--- src/rtl/mix_store_ctrl.sv ---
// MIX store sequencer: latches a store command, reads the target word when a partial field is
// stored, merges the register bytes in, and writes the result back through the memory port.
module mix_store_ctrl #(
  parameter int unsigned AW      = 12,
  parameter int unsigned TIMEOUT = 15
) (
  input  logic          clk,
  input  logic          rst,
  input  logic          start,
  input  logic [5:0]    field,
  input  logic [AW-1:0] addr,
  input  logic [30:0]   reg_in,
  output logic          stop,
  output logic          busy,
  output logic          err,
  output logic [AW-1:0] mem_addr,
  output logic          mem_rd,
  input  logic [30:0]   mem_rdata,
  output logic          mem_wr,
  output logic [30:0]   mem_wdata,
  input  logic          mem_ack
);

  localparam int unsigned CntBits = ($clog2(TIMEOUT + 1) > 4) ? $clog2(TIMEOUT + 1) : 4;
  localparam logic [CntBits-1:0] CntLast = CntBits'(TIMEOUT - 1);

  typedef enum logic [2:0] {
    StIdle,
    StRead,
    StMerge,
    StWrite,
    StDone
  } state_e;

  state_e               state_q, state_d;
  logic [5:0]           field_q, field_d;
  logic [AW-1:0]        addr_q, addr_d;
  logic [30:0]          reg_q, reg_d;
  logic [30:0]          rdata_q, rdata_d;
  logic [30:0]          wdata_q, wdata_d;
  logic [CntBits-1:0]   cnt_q, cnt_d;
  logic                 err_q, err_d;

  function automatic logic field_ok(logic [5:0] f);
    return (f[5:3] <= 3'd5) && (f[2:0] <= 3'd5) && (f[5:3] <= f[2:0]);
  endfunction

  // Byte b of the result takes register byte b+(5-R): shift the register bytes left by 5-R
  // byte positions, then select bytes L'..R with a mask. Only called with a valid field.
  function automatic logic [30:0] merge_word(logic [30:0] m, logic [30:0] r, logic [2:0] l,
                                             logic [2:0] rr);
    logic [30:0] res;
    logic [29:0] aligned;
    logic [29:0] mask;
    logic [2:0]  lp;
    int unsigned sh;
    res     = m;
    mask    = '0;
    lp      = (l == 3'd0) ? 3'd1 : l;
    sh      = 6 * (5 - int'(rr));
    aligned = r[29:0] << sh;
    if (l == 3'd0) res[30] = r[30];
    for (int b = 1; b <= 5; b++) begin
      if (b >= int'(lp) && b <= int'(rr)) mask[35-6*b -: 6] = 6'h3f;
    end
    res[29:0] = (m[29:0] & ~mask) | (aligned & mask);
    return res;
  endfunction

  always_comb begin
    state_d = state_q;
    field_d = field_q;
    addr_d  = addr_q;
    reg_d   = reg_q;
    rdata_d = rdata_q;
    wdata_d = wdata_q;
    cnt_d   = cnt_q;
    err_d   = err_q;

    unique case (state_q)
      StIdle: begin
        if (start) begin
          field_d = field;
          addr_d  = addr;
          reg_d   = reg_in;
          err_d   = 1'b0;
          cnt_d   = '0;
          if (!field_ok(field)) begin
            err_d   = 1'b1;
            state_d = StDone;
          end else if (field == 6'd5) begin
            wdata_d = reg_in;
            state_d = StWrite;
          end else begin
            state_d = StRead;
          end
        end
      end

      StRead: begin
        if (mem_ack) begin
          rdata_d = mem_rdata;
          state_d = StMerge;
        end else if (cnt_q == CntLast) begin
          err_d   = 1'b1;
          state_d = StDone;
        end else begin
          cnt_d = cnt_q + 1'b1;
        end
      end

      StMerge: begin
        wdata_d = merge_word(rdata_q, reg_q, field_q[5:3], field_q[2:0]);
        cnt_d   = '0;
        state_d = StWrite;
      end

      StWrite: begin
        // An ack in the limit cycle takes priority over the abort.
        if (mem_ack) begin
          state_d = StDone;
        end else if (cnt_q == CntLast) begin
          err_d   = 1'b1;
          state_d = StDone;
        end else begin
          cnt_d = cnt_q + 1'b1;
        end
      end

      StDone: begin
        state_d = StIdle;
      end

      default: begin
        state_d = StIdle;
      end
    endcase
  end

  always_ff @(posedge clk) begin
    if (rst) begin
      state_q <= StIdle;
      field_q <= '0;
      addr_q  <= '0;
      reg_q   <= '0;
      rdata_q <= '0;
      wdata_q <= '0;
      cnt_q   <= '0;
      err_q   <= 1'b0;
    end else begin
      state_q <= state_d;
      field_q <= field_d;
      addr_q  <= addr_d;
      reg_q   <= reg_d;
      rdata_q <= rdata_d;
      wdata_q <= wdata_d;
      cnt_q   <= cnt_d;
      err_q   <= err_d;
    end
  end

  assign stop      = (state_q == StDone);
  assign busy      = (state_q != StIdle);
  assign mem_rd    = (state_q == StRead);
  assign mem_wr    = (state_q == StWrite);
  assign mem_addr  = addr_q;
  assign mem_wdata = wdata_q;
  assign err       = err_q;

endmodule
--- config.mk ---
export PLATFORM = sky130hd
export DESIGN_NAME = mix_store_ctrl
export DESIGN_NICKNAME = d
export VERILOG_FILES = /design/src/rtl/mix_store_ctrl.sv
export SDC_FILE = /design/constraint.sdc
export NUM_CORES = 1
export LEC_CHECK = 0
export ABC_AREA = 0
export BUFFER_PORTS_ARGS = -buffer_cell sky130_fd_sc_hd__buf_4
export CAP_MARGIN = 15
export CORE_UTILIZATION = 28
export DETAILED_ROUTE_END_ITERATION = 8
export HOLD_SLACK_MARGIN = 0.05
export PLACE_DENSITY = 0.46
export SYNTH_ARGS = -nofsm -noshare
export SYNTH_HDL_FRONTEND = slang
export SYNTH_SLANG_ARGS = --single-unit
--- constraint.sdc ---
create_clock -name clk -period 3.4 [get_ports clk]
set_clock_uncertainty 0.15 [all_clocks]
set_input_delay 0.51 -clock clk [delete_from_list [all_inputs] [get_ports clk]]
set_output_delay 0.51 -clock clk [all_outputs]
set_load 0.1 [all_outputs]
==> impl_summary.md <==
Outcome
The flow ran to the end, and the final reports show no timing, DRC or antenna violations.

GRT
The via count of the first global-routing pass is 6321. The global-route wire length before repair is 37.90 mm. Summed over all layers, the global routing overflow is 0.

The number of antenna violations at the first check in global routing is 0. The overall global routing resource usage is a little over a fifth. The maximum number of pins on one net before global-route repair is 52.

Detailed routing
The number of design-rule violations left by the first detailed-router iteration is 451. The final antenna-violating net count is 0. The number of detailed-route iterations in the first pass is 5. Dividing the detail-routed wire length by the instance count gives 19.27 µm. The routed design has 24.58 mm of wire. After detailed routing, the number of vias per cell comes to 5.085. The count of vias placed by the detailed router is about 6500. For this run, design rule violations remaining after detail routing come to 0.

Floorplan
The floorplan step defined a die boundary enclosing 24240 µm². For this configuration, the core starts out at a cell density of 28.86%. The count of pins on the block boundary is about 130. The area of the placeable core is 22920 µm². From left edge to right edge, the die measures ~160 µm. After floorplanning, the core was divided into 55 placement rows. The height of the chip is 155.7 µm.

Clock network
The total number of H-tree levels is 4. In this run the post-CTS setup repair buffer count came out at 0. The clock net in this run drives a total of 119 sinks.

The largest buffer count on any clock path is 2. The clock-pin slew of the registers on the worst-case setup and hold paths is approximately 60 ps. CTS placed an instance of clkbuf_16 at the clock tree root.

The number of instances resized during post-cts repair is 0. Buffers inserted during clock tree synthesis total 17. The number of buffers inserted for hold repair after clock tree synthesis is 0. For the worst-skew pair, the clock arrives at the later sink with an insertion delay of 430 ps. The TritonCTS clock tree is built.

Synthesis
When the netlist entered floorplanning its net count stood at 932. The post-synthesis async set-or-reset flop share is 0%. Counting flops with a built-in enable in the synthesized netlist gives 0.

After synthesis, the cell types taking the most area are dfxtp_1 (36%), nand2_1 (12%), a21oi_1 (8.4%). The total number of yosys warnings is 0. The area fraction of the dominant cell type after synthesis is 36.02%. The leading register cell type out of synthesis is dfxtp_1. In the synthesized netlist, the number of instances is about 840. The cell with the most instances after synthesis is nand2_1.

For this run, the register share of the synthesized area comes to a little over a third. The count of distinct cell types in the synthesized netlist is 67. Synthesis inferred 119 register bits. After synthesis, the most frequently instantiated cells are nand2_1 (214), dfxtp_1 (119), a21oi_1 (111). The largest area contributor in the synthesized netlist is dfxtp_1. The area of the mapped netlist is 6614 µm². The average footprint of a synthesized cell is 7.921 µm².

Timing
The sum of negative setup slack is 0 ps. The share of the cycle needed by the critical path after routing is between 80% and 90%. The transition time of the tightest slew-check pin is 794.4 ps. Setup repair after global routing left no endpoint under its margin. The max-slew violation count is 0. The worst-case headroom to the max-slew limit is 46.20%. The worst path needs 3003 ps of the cycle, external delays included.

Setup violations remaining at the end of the flow were counted as 0. Timing would allow up to 0.3330 GHz. The final hold violation count is 0.

Min path
The worst hold path begins at addr[2]. The count of cells along the worst hold path is 3. The path class of the lowest-slack min-delay path is primary input to flip-flop. The worst min-delay path endpoint is mem_addr[2].

Worst setup path
The category of the worst setup path launch point is a flip-flop. STA classifies the critical path endpoint as a flip-flop. The depth of the most critical reg-to-reg path is 10. The reg-to-reg critical path endpoint is mem_wdata[25]. The internal reg-to-reg setup slack is 400 ps. The critical-path maximum fanout is 17. The data required time at the worst endpoint is 3590 ps. For the worst setup path, the data arrival time is approximately 3200 ps. The beginning of the worst register-to-register path is field_q[1]. The critical path in this run is classified as flip-flop to flip-flop.

Layout
Cells fill a little under two fifths of the core in the end. The filler cells instantiated in the layout total 2438. The post-synthesis to final-layout area growth is 28.87%. The area used by sequential logic in the layout is 2384 µm².

The total inserted antenna cells is 0. After the last flow step, the layout net total stands at 1047. The multi-input combinational cell area is 3906 µm². In the final layout, the share of cells above drive strength 1 is 23.68%.

Pwr
The highest ir drop seen on vdd is 0.2940 mV. The power per standard cell area is 614.6 nW/µm². The static leakage power is 3.320 nW.

Placed design
Input and output buffers added on the ports amount to 131. The routability-driven placement congestion ratio is 0.9069. After legalization and detailed placement, the total HPWL measured between 15 and 20 mm.

Job
The number of max-capacitance violations reported is 0.
==> stage by stage <==
stage	instances	total power [mW]	cell area (µm²)	hold WS (ps)	setup slack [ps]
5_1_grt	1276	5.478	8523	166.4	179.7
4_1_cts	1276	5.263	8523	157.6	381.1
6_report	1276	5.238	8523	169.2	397.0
3_3_place_gp	1244	3.523	7956	294.2	412.0
2_1_floorplan	835	2.960	6614	283.2	482.1
3_5_place_dp	1244	3.514	7956	297.8	413.1
==> flip-flops by register name, indices dropped and copies added (netlist names) <==
register and cells:
rdata_q 31, err 1, mem_addr 12, mem_wdata 31, state_q 3, reg_q 31, cnt_q 4, field_q 6
==> cells in the final DEF, fill, tap and decap left out, types with 6 or more instances in the layout <==
cell type and instances:
a211oi_1 21, ha_1 13, mux4_2 13, mux2i_1 38
nand2_1 214, inv_1 13, clkbuf_16 17, nor4_1 6
dfxtp_1 118, o211ai_1 12, nor3_1 18, buf_4 157
o31ai_1 7, mux2_2 12, o22ai_1 10, o21ai_0 16
a21oi_1 111, nor2_1 44, nand3_1 8
==> worst max path at each step <==
stage	slack, ps	start	end	depth (start not counted)
floorplan	480	field_q[1]	mem_wdata[27]	11
global placement	410	field_q[1]	mem_wdata[12]	11
detailed placement	410	field[1]	mem_wdata[23]	9
CTS	380	field_q[1]	mem_wdata[12]	11
global route	180	field_q[1]	mem_wdata[25]	10
finish	400	field_q[1]	mem_wdata[25]	10
==> worst max-delay path, stage by stage, from the launching register on <==
cell and delay [ps]:
dfxtp_1 330, inv_1 90, ha_1 370, xnor2_1 150
ha_1 340, buf_4 220, or3_1 370, o22ai_1 240
nor2_1 120, o311a_1 290, o32ai_1 250
==> power breakdown <==
group	switching, mW	total [mW]	internal (mW)
registers	0.144	1.67	1.52
clock network	0.718	1.74	1.02
logic	1.26	1.83	0.572
==> cell type report <==
type / count / area share, %
well taps: 313 / 4.595
clock inverters: 14 / 1.497
multi-input cells: 638 / 45.83
clock buffers: 18 / 5.153
inverters: 15 / 0.6606
repair buffers: 159 / 14.30
flip-flops and latches: 119 / 27.97
==> layer usage <==
metal | track usage, % | vias up | share of wire, %
li1 | - | 3225 | -
met1 | 29.15 | 3027 | 49
met2 | 32.31 | 195 | 44
met3 | 4.028 | 42 | 4.9
met4 | 6.209 | 0 | 2.0
met5 | 0 | - | 0
==> kinds of logic after synthesis <==
kind of cell,share of synthesized area [%]
xor+xnor,0.7947
simple gates,21.00
fa+ha+maj,2.459
flops,36.02
compound gates,21.74
mux,12.79
buf+inv,5.202
Power figures use the tool's default switching activity.
